File: src/rtl/hazard_stall_ctrl.sv
`default_nettype none
// +----------------------------------------------------------------------------+
// | hazard_stall_ctrl                                                          |
// | Load-use stall, branch flush and data-memory freeze sequencer for the      |
// | pipeline registers. Optional perf counters: HAZARD_PERF_CNT_EN.            |
// | Revision: 1.0                                                              |
// +----------------------------------------------------------------------------+
module hazard_stall_ctrl #(
   parameter int MEMREAD_BIT = 4,
   parameter int MAX_WAIT    = 16,
   parameter int CNT_W       = 32
) (
   input  logic              clk_i,
   input  logic              rst_i,
   input  logic [31:0]       insID_i,
   input  logic [31:0]       insEX_i,
   input  logic [6:0]        ctrlEX_i,
   input  logic              branch_taken_i,
   input  logic              mem_req_i,
   input  logic              mem_ack_i,
   output logic              stall_o,
   output logic              stall_all_o,
   output logic              flush_o,
   output logic              bubble_o,
   output logic              mem_start_o,
`ifdef HAZARD_PERF_CNT_EN
   output logic [CNT_W-1:0]  lu_cnt_o,
   output logic [CNT_W-1:0]  flush_cnt_o,
   output logic [CNT_W-1:0]  memstall_cnt_o,
`endif
   output logic              timeout_o
);

   localparam int c_wait_w = $clog2(MAX_WAIT + 1);

   typedef enum logic [0:0] {
      ST_IDLE = 1'b0,
      ST_BUSY = 1'b1
   } state_t;

   state_t              state_q, state_d;
   logic [c_wait_w-1:0] wait_cnt_q, wait_cnt_d;
   logic                timeout_q, timeout_d;

   logic [4:0] rd_ex, rs1_id, rs2_id;
   logic       use_rs2, lu;
   logic       stall_all, mem_start;

   logic unused_ok;
   assign unused_ok = ^{insID_i, insEX_i, ctrlEX_i};

   always_comb begin
      rd_ex   = insEX_i[11:7];
      rs1_id  = insID_i[19:15];
      rs2_id  = insID_i[24:20];
      use_rs2 = (insID_i[6:0] == 7'b0110011) |
                (insID_i[6:0] == 7'b0100011) |
                (insID_i[6:0] == 7'b1100011);
      lu      = ctrlEX_i[MEMREAD_BIT] & (rd_ex != 5'd0) &
                ((rd_ex == rs1_id) | (use_rs2 & (rd_ex == rs2_id)));
   end

   always_comb begin
      state_d    = state_q;
      wait_cnt_d = wait_cnt_q;
      timeout_d  = timeout_q;
      mem_start  = 1'b0;
      stall_all  = 1'b0;
      case (state_q)
         ST_IDLE: begin
            if (mem_req_i) begin
               mem_start = 1'b1;
               if (!mem_ack_i) begin
                  stall_all  = 1'b1;
                  state_d    = ST_BUSY;
                  wait_cnt_d = c_wait_w'(1);
               end
            end
         end
         ST_BUSY: begin
            stall_all = ~mem_ack_i;
            if (mem_ack_i) begin
               state_d    = ST_IDLE;
               wait_cnt_d = '0;
            end else begin
               // Counter parks at MAX_WAIT; the timeout flag carries the rest.
               if (wait_cnt_q != c_wait_w'(MAX_WAIT)) begin
                  wait_cnt_d = wait_cnt_q + c_wait_w'(1);
               end
               if (wait_cnt_q == c_wait_w'(MAX_WAIT)) begin
                  timeout_d = 1'b1;
               end
            end
         end
         default: state_d = ST_IDLE;
      endcase
   end

   // Combinational outputs are forced low while reset is asserted.
   assign stall_all_o = stall_all & rst_i;
   assign mem_start_o = mem_start & rst_i;
   assign stall_o     = lu & ~stall_all & rst_i;
   assign bubble_o    = stall_o;
   assign flush_o     = branch_taken_i & ~stall_o & ~stall_all_o & rst_i;
   assign timeout_o   = timeout_q;

   always_ff @(posedge clk_i or negedge rst_i) begin
      if (!rst_i) begin
         state_q    <= ST_IDLE;
         wait_cnt_q <= '0;
         timeout_q  <= 1'b0;
      end else begin
         state_q    <= state_d;
         wait_cnt_q <= wait_cnt_d;
         timeout_q  <= timeout_d;
      end
   end

`ifdef HAZARD_PERF_CNT_EN
   logic [CNT_W-1:0] lu_cnt_q, lu_cnt_d;
   logic [CNT_W-1:0] flush_cnt_q, flush_cnt_d;
   logic [CNT_W-1:0] memstall_cnt_q, memstall_cnt_d;

   always_comb begin
      lu_cnt_d       = lu_cnt_q + {{(CNT_W-1){1'b0}}, (stall_o & ~(&lu_cnt_q))};
      flush_cnt_d    = flush_cnt_q + {{(CNT_W-1){1'b0}}, (flush_o & ~(&flush_cnt_q))};
      memstall_cnt_d = memstall_cnt_q +
                       {{(CNT_W-1){1'b0}}, (stall_all_o & ~(&memstall_cnt_q))};
   end

   always_ff @(posedge clk_i or negedge rst_i) begin
      if (!rst_i) begin
         lu_cnt_q       <= '0;
         flush_cnt_q    <= '0;
         memstall_cnt_q <= '0;
      end else begin
         lu_cnt_q       <= lu_cnt_d;
         flush_cnt_q    <= flush_cnt_d;
         memstall_cnt_q <= memstall_cnt_d;
      end
   end

   assign lu_cnt_o       = lu_cnt_q;
   assign flush_cnt_o    = flush_cnt_q;
   assign memstall_cnt_o = memstall_cnt_q;
`endif

endmodule
`default_nettype wire

File: config.mk
export PLATFORM = sky130hd
export DESIGN_NAME = hazard_stall_ctrl
export DESIGN_NICKNAME = d
export VERILOG_FILES = /design/src/rtl/hazard_stall_ctrl.sv
export SDC_FILE = /design/constraint.sdc
export NUM_CORES = 1
export LEC_CHECK = 0
export ABC_AREA = 1
export CORE_MARGIN = 8
export CORE_UTILIZATION = 26
export CTS_CLUSTER_DIAMETER = 100
export DETAILED_ROUTE_END_ITERATION = 10
export GPL_TIMING_DRIVEN = 0
export HOLD_SLACK_MARGIN = 0.12
export PLACE_DENSITY = 0.89
export REMOVE_ABC_BUFFERS = 1
export SYNTH_ARGS = -nofsm -noshare
export SYNTH_HDL_FRONTEND = slang
export SYNTH_SLANG_ARGS = --single-unit
File: constraint.sdc
create_clock -name clk_i -period 1.6 [get_ports clk_i]
set_clock_uncertainty 0.1 [all_clocks]
set_input_delay 0.24 -clock clk_i [delete_from_list [all_inputs] [get_ports clk_i]]
set_output_delay 0.24 -clock clk_i [all_outputs]
set_load 0.02 [all_outputs]
== Word-level counts from Yosys, hierarchy flattened ==
Cells that the tools add are included.
Operators by class
  add/subtract/negate cells: 1
  eq/ne operators: 10
  muxes and demuxes: 11
  bitwise operators: 18
  reduce and logical (&&, ||, !) cells: 3
Operators with widths (number)
  $mux 5: 4
  $eq 7x6->1 const B: 2
  $and 1x1->1: 10
  $eq 5x5->1: 2
  $pmux 5 s2: 1
  $eq 7x7->1 const B: 1
  $reduce_and 3->1: 2
  $add 5x1->5 const B: 1
  $eq 5x5->1 const B: 1
  $ne 5x5->1 const B: 1
  $not 1->1: 5
  $reduce_bool 5->1: 1
  $mux 1: 4
  $ne 2x2->1 const B: 2
  $pmux 1 s2: 2
  $ne 3x2->1 const B: 1
  $or 1x1->1: 3
Word-level totals
  register bits: 7
  bits of input ports: 76
  word-level logic and storage cells: 46

== Depth between registers and ports, before layout ==
Gate-level depths: netlist of the first run.
  depth in word-level cells: 12
  mapped depth: 10
  depth with buffers taken out: 9

== Worst setup path before layout of the first run ==
Ideal clock, no wire load.
  path kind: register to output
  from: reg state_q
  to: out stall_o
  data arrival time: 1.213 ns
  setup slack: 0.047 ns
  stages on the path, launching flop included: 6
  buffers on the path: 1
  cell sequence: dfrtp_1 > o21ai_2 > nand2_1 > nor2_1 > and2_1 > buf_4
On the way
  word-level cells in the longest chain between the ends: 5
Ends and longest elaborated chain
  start: declaration: line 41  | state_t state_q, state_d;
  start signal: assignment: line 113  | state_q <= state_d;
  $not 1->1
  $pmux 1 s2 (*): line 69  | case (state_q)
  $not 1->1 (*): line 102  | assign stall_o = lu & ~stall_all & rst_i;
  $and 1x1->1 (*) (2 in series): line 102
  end: declaration: line 21  | output logic stall_o,
Mark *: on every way between the ends. The rest lies on a longest branch, timed or not.

== Worst setup path in the final report of the first run ==
  from: reg state_q
  to: out bubble_o
On the way
  word-level cells in the longest chain between the ends: 5
Ends and longest elaborated chain
  $not 1->1
  $pmux 1 s2 (*): line 69
  $not 1->1 (*): line 102
  $and 1x1->1 (*) (2 in series): line 102
  end: declaration: line 24  | output logic bubble_o,
Marks and branches as above.

==> results of run 1 <==
[per-stage QoR]
step	power, mW	hold WS (ns)	setup TNS, ns
CTS	0.557	0.345	-0.0847
finish	0.549	0.355	-0.0346
detailed placement	0.406	0.366	-3.32
floorplan	0.301	-0.156	0
global route	0.588	0.372	-0.198
global placement	0.400	0.355	-3.25
[per-layer routing]
metal / part of all wire / GRT usage
met5: 0 / 0
met1: 0.42 / 0.0873
met2: 0.49 / 0.151
met3: 0.090 / 0.0470
met4: 0.0077 / 0.0392
[layout make-up]
type | count | area, µm²
multi-input combinational | 79 | 422
tap | 30 | 37.5
fill | 273 | 1420
sequential | 7 | 175
clock buffer | 4 | 26.3
timing repair buffer | 36 | 319
inverter | 22 | 82.6
[sequential cells by signal, indices dropped and copies added (netlist names)]
name and count:
wait_cnt_q 5, timeout_o 1, state_q 1
[timing repair]
action / in CTS / in global routing
buffers inserted: 2 / 0
pin swaps: 18 / 0
setup endpoints to repair: 5 / 5
hold buffers: 1 / 0
hold endpoints to repair: 7 / 0
gates resized for setup: 50 / 9
[how the worst max path moves through the flow]
stage	start	endpoint	slack [ns]	cells past startpoint
after floorplan	state_q	bubble_o	0.12	4
after global placement	mem_ack_i	stall_o	-0.73	7
after detailed placement	rst_i	bubble_o	-0.73	5
after CTS	state_q	bubble_o	-0.04	5
after global routing	state_q	bubble_o	-0.08	5
final	state_q	bubble_o	-0.02	5
[power groups by stage]
stage / registers [mW] / logic (mW) / clock network, mW
after CTS: 0.200 / 0.190 / 0.168
after global routing: 0.201 / 0.212 / 0.175
final: 0.200 / 0.188 / 0.160
after detailed placement: 0.204 / 0.202 / 0
after floorplan: 0.201 / 0.100 / 0
after global placement: 0.203 / 0.197 / 0
[synthesized netlist by cell type]
cell / instances / share of area
dfrtp_1: 7 / 0.26
inv_2: 2 / 0.011
nand2_4: 1 / 0.017
xor2_1: 2 / 0.026
xnor2_1: 1 / 0.013
nor2_1: 13 / 0.072
buf_4: 1 / 0.011
nand3_1: 5 / 0.037
a21oi_2: 2 / 0.026
inv_1: 20 / 0.11
a21oi_1: 2 / 0.015
or2_2: 1 / 0.0093
o21ai_1: 4 / 0.030
nor3_1: 1 / 0.0074
o21ai_2: 1 / 0.013
nand4_4: 1 / 0.031
o31ai_1: 1 / 0.011
nand4_1: 3 / 0.028
nor2_4: 1 / 0.017
o21ai_0: 2 / 0.015
and2_1: 1 / 0.0093
ha_1: 2 / 0.037
nand2_1: 35 / 0.19
[kinds of logic after synthesis]
logic type	Yosys count
AND/OR/NAND/NOR	62
buffers and inverters	23
AO/OA/AOI/OAI	12
flip-flops	7
XOR/XNOR	3
adder cells (fa/ha/maj)	2
==> metrics.csv, run 1 <==
metric;value;unit
Netlist cell types;23;
max-cap violations;0;
CP endpoint kind;primary output;
Area growth syn-to-layout;57.2;%
H-tree levels;1;
mux cell area share after synthesis;0;
Synth Area in XOR/XNOR;0.0389;
initial DRC count;6;
Final min period;1.62;ns
worst r2r dst;wait_cnt_q[1];
non-filler cells, final;178;
Fmax achieved;0.618;GHz
Slew Limit Fails;0;
Clock Tree Root;clkbuf_4;
# IOs;82;
clk slew on worst S/H paths;0.05;ns
vias in the first global route;789;
Hold EP;wait_cnt_q[3];
Core Footprint;2480;µm²
Die Wd;67.0;µm
pre-CTS setup slack;-0.734;ns
Compound-Gate Fraction of Synth Area;0.109;
drt pass-1 iters;4;
commonest non-fill, non-tap cell in the layout;nand2_1;
dpl hpwl;1540;µm
worst-path fanout max;3;
Seq pwr share;0.364;
mean post-synth cell area;6.20;µm²
commonest cells after routing, fill and taps aside;34 x nand2_1, 22 x dlygate4sd2_1, 18 x inv_1, 12 x nor2_1, 7 x dfrtp_1;
Required @ worst endpoint;1.26;ns
sw frac;0.317;
post-synthesis cell count;109;
Hold Crit Class;primary input to flip-flop;
final setup violation count;2;
largest family of logic cells by synthesized area;simple AND/OR/NAND/NOR gates;
Switching Power;174;µW
CTS sink count;7;
Tot GR Track Use;0.0885;
Hold Startpoint;mem_ack_i;
Hold Fails Final Rpt;0;
share of cells above drive strength 1;0.176;
critical path's largest stage delay;0.40;ns
WP data arrival;1.28;ns
Routed WL per cell;10.2;µm
Total Die Area;4490;µm²
final cycle utilization of the critical path;1.01;
crit start category;flip-flop;
worst-margin pin slew;0.339;ns
DP Cell Count;171;
Vias;771;
worst-case reg-to-reg path depth;6;
warnings from Yosys;0;
Pleak;0.578;nW
Logic pwr share;0.343;
worst reg-to-reg setup slack;0.30;ns
CP Class;flip-flop to primary output;
CTS tree;built;
largest net degree at the start of global routing;10;
pwr dens;517;nW/µm²
Final nets;227;
slowest CP cell;dfrtp_1;
DRC viols;0;
Finished Core Util;0.429;
CP delay by family, top;flip-flops;
failing checks;setup timing;
antenna viol nets, final;0;
Die Y;67.0;µm
CP bufs+invs;1;
adder-cell share of the synthesized area;0.0370;
Clock Latency Late Sink;0.25;ns
maximum vdd drop;255;µV
worst r2r src;wait_cnt_q[0];
initial antenna violation count;0;
status;complete, but fails checks;
Rel. slew slack;0.773;
flops & latches, synth;7;
Worst Hold Depth;2;
clk buf depth;2;
first-pass GRT wire length;3100;µm
post-synthesis sequential area ratio;0.259;
Post-DP Area;1040;µm²
Simple-Gate Fraction of Synth Area;0.422;
gp weighted congestion;0.878;
I/O Buffers;33;
Pint;375;µW
Post-Route WL;1820;µm
post-synthesis cell area;676;µm²
fin area;1060;µm²
num rows;18;
RSZ-0062 raised after global routing;yes;
Starting Density;0.273;
grt total ovfl;0;
worst setup margin;-0.0176;ns
CP cell instances;o21ai_2, nand2_1, nor2_2, and2_4, buf_6;
clock buffer count from CTS;3;
# diodes;0;
power share of the clock group;0.292;
vias per cell;4.33;
Note: power is estimated with default switching activity, not from simulation.
==> inputs of run 2 (changes only) <==
Settings changed: GPL_ROUTABILITY_DRIVEN set to 0.
==> results of run 2 <==
No change in the layout: final DEF, timing and power equal those of run 1.
